$ cat config.mk
export PLATFORM = sky130hd
export DESIGN_NAME = ext_stream_pipe
export DESIGN_NICKNAME = d
export VERILOG_FILES = /design/src/rtl/ext_stream_pipe.sv
export SDC_FILE = /design/constraint.sdc
export NUM_CORES = 1
export LEC_CHECK = 0
export BUFFER_PORTS_ARGS = -buffer_cell sky130_fd_sc_hd__clkbuf_2
export CORE_ASPECT_RATIO = 1.75
export CORE_MARGIN = 10
export CORE_UTILIZATION = 54
export CTS_BUF_LIST = sky130_fd_sc_hd__clkbuf_2 sky130_fd_sc_hd__clkbuf_4 sky130_fd_sc_hd__clkbuf_8
export DETAILED_ROUTE_END_ITERATION = 6
export GPL_TIMING_DRIVEN = 0
export HOLD_SLACK_MARGIN = 0.08
export PLACE_DENSITY = 0.77
export SETUP_SLACK_MARGIN = 0.3
export SKIP_LAST_GASP = 1
export SLEW_MARGIN = 40
export SYNTH_ARGS = -nofsm -noshare
export SYNTH_HDL_FRONTEND = slang
export SYNTH_SLANG_ARGS = --single-unit
export TNS_END_PERCENT = 100
$ cat constraint.sdc
create_clock -name Clk -period 1.67 [get_ports Clk]
set_input_delay 0.167 -clock Clk [delete_from_list [all_inputs] [get_ports Clk]]
set_output_delay 0.167 -clock Clk [all_outputs]
set_load 0.1 [all_outputs]
$ cat src/rtl/ext_stream_pipe.sv
`timescale 1ns/1ps
// ext_stream_pipe: widens packed lanes with a per-beat zero/sign/one fill and
// registers them through a 2-entry skid buffer with valid/ready flow control.
module ext_stream_pipe #(
    parameter int IN_WIDTH  = 4,
    parameter int OUT_WIDTH = 8,
    parameter int NUM_LANES = 1,
    parameter int CNT_WIDTH = 16
) (
    input  logic                           Clk,
    input  logic                           Reset,
    input  logic [1:0]                     Mode_In,
    input  logic                           In_Valid,
    output logic                           In_Ready,
    input  logic [NUM_LANES*IN_WIDTH-1:0]  Data_In,
    output logic                           Out_Valid,
    input  logic                           Out_Ready,
    output logic [NUM_LANES*OUT_WIDTH-1:0] Data_Out,
    output logic [CNT_WIDTH-1:0]           Beat_Count
);

    localparam int IW = NUM_LANES * IN_WIDTH;
    localparam int OW = NUM_LANES * OUT_WIDTH;

    if (OUT_WIDTH < IN_WIDTH) begin : g_param_check
        $error("ext_stream_pipe: OUT_WIDTH must be >= IN_WIDTH");
    end

    typedef enum logic [1:0] {
        EMPTY = 2'd0,
        ONE   = 2'd1,
        TWO   = 2'd2
    } state_t;

    state_t          state;
    logic            in_ready_r;
    logic            out_valid_r;
    logic [OW-1:0]   out_data_r;
    logic [OW-1:0]   skid_data_r;
    logic [CNT_WIDTH-1:0] beat_count_r;

    logic [OW-1:0]   ext_data;
    logic            accept;
    logic            deliver;

    // Built bit by bit so OUT_WIDTH == IN_WIDTH needs no zero-width slice.
    function automatic logic [OW-1:0] extend(input logic [1:0] mode, input logic [IW-1:0] data);
        logic [OW-1:0] res;
        logic          fill;
        res = '0;
        for (int k = 0; k < NUM_LANES; k++) begin
            case (mode)
                2'b01:   fill = data[k*IN_WIDTH + IN_WIDTH - 1];
                2'b10:   fill = 1'b1;
                default: fill = 1'b0;
            endcase
            for (int b = 0; b < OUT_WIDTH; b++) begin
                res[k*OUT_WIDTH + b] = (b < IN_WIDTH) ? data[k*IN_WIDTH + b] : fill;
            end
        end
        return res;
    endfunction

    // NOTE: every always_comb output gets a value on every path, so no latch is inferred.
    always_comb begin
        ext_data = extend(Mode_In, Data_In);
        accept   = In_Valid & in_ready_r;
        deliver  = out_valid_r & Out_Ready;
    end

    // NOTE: sequential state uses non-blocking assignments only, so every register samples pre-edge values.
    always_ff @(posedge Clk) begin
        if (Reset) begin
            state       <= EMPTY;
            in_ready_r  <= 1'b1;
            out_valid_r <= 1'b0;
            out_data_r  <= '0;
        end else begin
            case (state)
                EMPTY: begin
                    if (accept) begin
                        out_data_r  <= ext_data;
                        out_valid_r <= 1'b1;
                        state       <= ONE;
                    end
                end
                ONE: begin
                    case ({accept, deliver})
                        2'b10: begin
                            in_ready_r <= 1'b0;
                            state      <= TWO;
                        end
                        2'b01: begin
                            out_valid_r <= 1'b0;
                            state       <= EMPTY;
                        end
                        2'b11: out_data_r <= ext_data;
                        default: ;
                    endcase
                end
                TWO: begin
                    if (deliver) begin
                        out_data_r <= skid_data_r;
                        in_ready_r <= 1'b1;
                        state      <= ONE;
                    end
                end
                default: begin
                    state       <= EMPTY;
                    in_ready_r  <= 1'b1;
                    out_valid_r <= 1'b0;
                end
            endcase
        end
    end

    // NOTE: the skid payload has no reset; the occupancy state decides whether it is ever read.
    always_ff @(posedge Clk) begin
        if (state == ONE && accept && !deliver) begin
            skid_data_r <= ext_data;
        end
    end

    always_ff @(posedge Clk) begin
        if (Reset) begin
            beat_count_r <= '0;
        end else if (deliver) begin
            beat_count_r <= beat_count_r + 1'b1;
        end
    end

    assign In_Ready   = in_ready_r;
    assign Out_Valid  = out_valid_r;
    assign Data_Out   = out_data_r;
    assign Beat_Count = beat_count_r;

endmodule

Word-level counts from Yosys, hierarchy flattened
Cells that the tools add are included.
- flip-flop bits (word level): 33
- input bits: 10
- output and inout port bits: 26
- logic and storage cells: 48
- add/subtract/negate cells: 1
- eq/ne operators: 13
- mux-type cells: 15
- bitwise operators: 4
- reductions and logical operators: 9
- operator list (kind ; number):
    8-bit two-way mux ; 3
    8-bit one-hot mux with 3 select lines ; 1
    16-bit by 1-bit adder with 16-bit output (second input constant) ; 1
    3-bit AND reduction ; 3
    2-bit == test (second input constant) ; 4
    2-bit by 1-bit == test with 1-bit output (second input constant) ; 3
    2-bit by 1-bit != test with 1-bit output (second input constant) ; 3
    1-bit one-hot mux with 3 select lines ; 2
    2-bit one-hot mux with 3 select lines ; 1
    1-bit two-way mux ; 4
    2-bit two-way mux ; 2
    2-bit != test (second input constant) ; 2
    2-bit one-hot mux with 2 select lines ; 1
    4-bit AND reduction ; 1
    3-bit by 1-bit != test with 1-bit output (second input constant) ; 1
    3-bit nonzero test ; 1
    1-bit AND ; 2
    1-bit logical AND ; 2
    2-bit zero test ; 1
    1-bit inverter ; 2
    1-bit one-hot mux with 2 select lines ; 1
    1-bit zero test ; 1

Logic depth before layout (Yosys ltp)
- depth in word-level cells: 4
- depth in mapped cells: 6

Worst setup path after synthesis
OpenSTA, ideal clock, no wires.
- kind: flip-flop to flip-flop
- from: register beat_count_r[6] (netlist: Beat_Count[6])
- to: register beat_count_r[14] (netlist: Beat_Count[14])
- setup time: 70 ps
- arrival time: 2214 ps
- path slack: -613 ps
- stages on the path, launching flop included: 5
- period minus slack after synthesis: 2283 ps
- cell sequence: dfxtp_1 nand4_4 or3_1 or4_1 a21oi_1
- cells in the longest elaborated chain, start to end: 1
- RTL lines (item ; RTL line ; source):
    start: declaration ; 40 ; logic [CNT_WIDTH-1:0] beat_count_r;
    start signal: assignment ; 128 ; beat_count_r <= beat_count_r + 1'b1;
    16-bit by 1-bit adder with 16-bit output ; 128 ;
No other way between the ends.
A chain may end at the register's enable or synchronous reset.

Worst setup path after layout
- from: register beat_count_r[11] (netlist: Beat_Count[11])
- to: register beat_count_r[14] (netlist: Beat_Count[14])
The elaborated chain is that of the path after synthesis.

==> metrics.txt <==
outcome=completed; number of antenna violations at the first check in global routing=0; Initial Utilization=56.5%; register area=approximately 710 um2; Final Hold Vio Count=0; Post-synth top flop=dfxtp_1; Buffers on Ports=34; placed cells=207; crit path buf inv count=0; crit-path leading delay family=simple AND/OR/NAND/NOR gates; layout cell share with drive strength beyond 1=a little under 50%; # rows=24; largest net degree at the start of global routing=11; Max Fanout on Critical Path=4; total grt overflow=0; Hold Crit Class=input pin to flop; routed vias=1281; clock skew=around 0.0018 ns; R2R Setup Slk=approximately 0.24 ns; final setup vio count=0; Residual DRC=0; Ys Warns=0; Die Footprint=5130 um2; CP Data Arrival Time=1.66 ns; P&R area growth vs syn=45.4%; CTS tree=yes; leak pwr=0.000816 uW; Critical Path RT=1.89 ns; Fin Setup TNS=0 ns; vias in the first global route=between 1k and 1.5k; number of vias per cell=5.59; most frequent cells in the layout=clkbuf_2 (27), nor2_1 (23), dfxtp_4 (16); Mapped Nets=160; number of distinct library cells after synthesis=35; number of clock sinks=30; number of inserted diodes=0; CTS HTree Levels=2; PD cells=about 1100 nW/um2; Clock Latency Late Sink=0.28 ns; clk buf depth=2; worst vdd ir=around 1.0 mV; Core Region=2490 um2; sequential-to-total area share from yosys stat=~46%; slowest cell on the critical path=or4_4; register bit total from synthesis=30; GRT Total Usage=approximately 15%; Slew Viols, Final=0; Final nets=215; I/O pin count=36; DRT Pass-1 Iters=4; Final min period=between 1 and 1.5 ns; worst setup margin=0.236 ns; EDFF count, synth=5; Routed WL=3870 um; period utilization=85.9%; first-pass GRT wire length=6270 um; Worst-Margin Slew=approximately 0.56 ns; Mapped Cells=between 100 and 150; RSZ-0062 raised after global routing=true; Final ANT Viol Nets=0; GPL Wtd Cong=between 0.8 and 0.9; worst slack, placed=0.190 ns; Post-Syn Area=1410 um2; CTS clk-pin slew, worst paths=0.06 ns; crit-path cells=nand3_4, or3_4, or4_4, a21oi_2; Layout Cells excl Fill=229; max-cap viol count=0; CP Capture Type=flop; Slew headroom=63.1%; multi-input logic area=811 um2; async set or reset register ratio after synthesis=0%; Crit Path Category=flop to flop; Inserted Clock Buffers=5; Max Fclk=697 MHz; crit path launch type=flop; Die Ht=87.6 um; Syn Area/Cell=between 9 and 10 um2; Max stage delay on crit path=0.42 ns; Fillers=152; Root Driver=clkbuf_8; most common cell after layout, fill and taps aside=clkbuf_2; Die W=a little under 60 um; drt wl/cell=~17 um; Iteration-0 DRC Markers=40; HPWL Detailed=2620 um
## kinds of logic (layout without fill, tap and decap cells)
logic type               after synthesis  in the layout  share of synthesized area [%]
AO/OA/AOI/OAI                         21             21                           10.7
XOR/XNOR                              11             11                           6.84
adder cells (fa/ha/maj)                3              3                           2.66
buffers and inverters                 13             69                           5.68
flip-flops                            30             30                           46.2
multiplexers                           7              7                           5.15
AND/OR/NAND/NOR                       62             62                           22.7
## sequential cells by signal, indices dropped and copies added (netlist names)
register     cells
Beat_Count      16
Data_Out         5
skid_data_r      5
state            2
In_Ready         1
Out_Valid        1
## metrics by stage
step	cell area, um2	total power [uW]	hold WS [ns]	util, %
final	2050	2160	0.107	82.2
after global routing	2050	2240	0.0915	82.2
after CTS	1960	2120	0.0822	78.5
after detailed placement	1750	1500	0.365	70.3
after global placement	1750	1480	0.363	70.3
after floorplan	1550	1390	0.266	-
## worst paths after layout
kind | startpoint | endpoint | depth (start not counted)
worst min-delay path | Data_In[3] | skid_data_r[3] | 1
worst max register to register | Beat_Count[11] | Beat_Count[14] | 4
worst max-delay path | Beat_Count[11] | Beat_Count[14] | 4
worst min register to register | Data_Out[3] | Data_Out[3] | 2
## cells in the mapped netlist (all sizes together) (3+ instances only)
library cell / n / area (um2)
a211oi: 5 / 37.5
a21oi: 8 / 40.0
buf: 3 / 22.5
clkbuf: 5 / 38.8
dfxtp: 25 / 500
edfxtp: 5 / 150
ha: 3 / 37.5
inv: 5 / 18.8
mux2i: 5 / 50.1
nand2: 8 / 30.0
nand3: 6 / 40.0
nand4: 4 / 40.0
nor2: 24 / 90.1
nor2b: 3 / 18.8
nor3: 8 / 40.0
xnor2: 8 / 70.1
xor2: 3 / 26.3
## metal layers
layer	vias up	GRT usage, %	wire length (um)
met1	602	14.2	1400
li1	626	-	-
met4	0	7.34	82
met5	-	0	0
met2	45	27.8	2140
met3	8	6.38	250
## cell type report
type                       count  area share [%]
multi-input combinational    104            39.6
sequential                    30            34.9
timing repair buffer          48            15.3
clock buffer                   7            4.40
buffer                         8            3.12
tap                           26            1.59
inverter                       5           0.916
clock inverter                 1           0.244
## power breakdown
part	switching (uW)	leakage (uW)	internal [uW]
clock network	270	0.0000517	348
registers	59.1	0.000262	776
logic	516	0.000503	186
total	845	0.000816	1310
## timing repair
action	4_1_cts	5_1_grt
gates resized for setup	6	21
setup endpoints to repair	11	21
buffers inserted	9	2
pin swaps	4	5
hold buffers	2	1
hold endpoints to repair	2	1
Note: power is estimated with default switching activity, not from simulation.
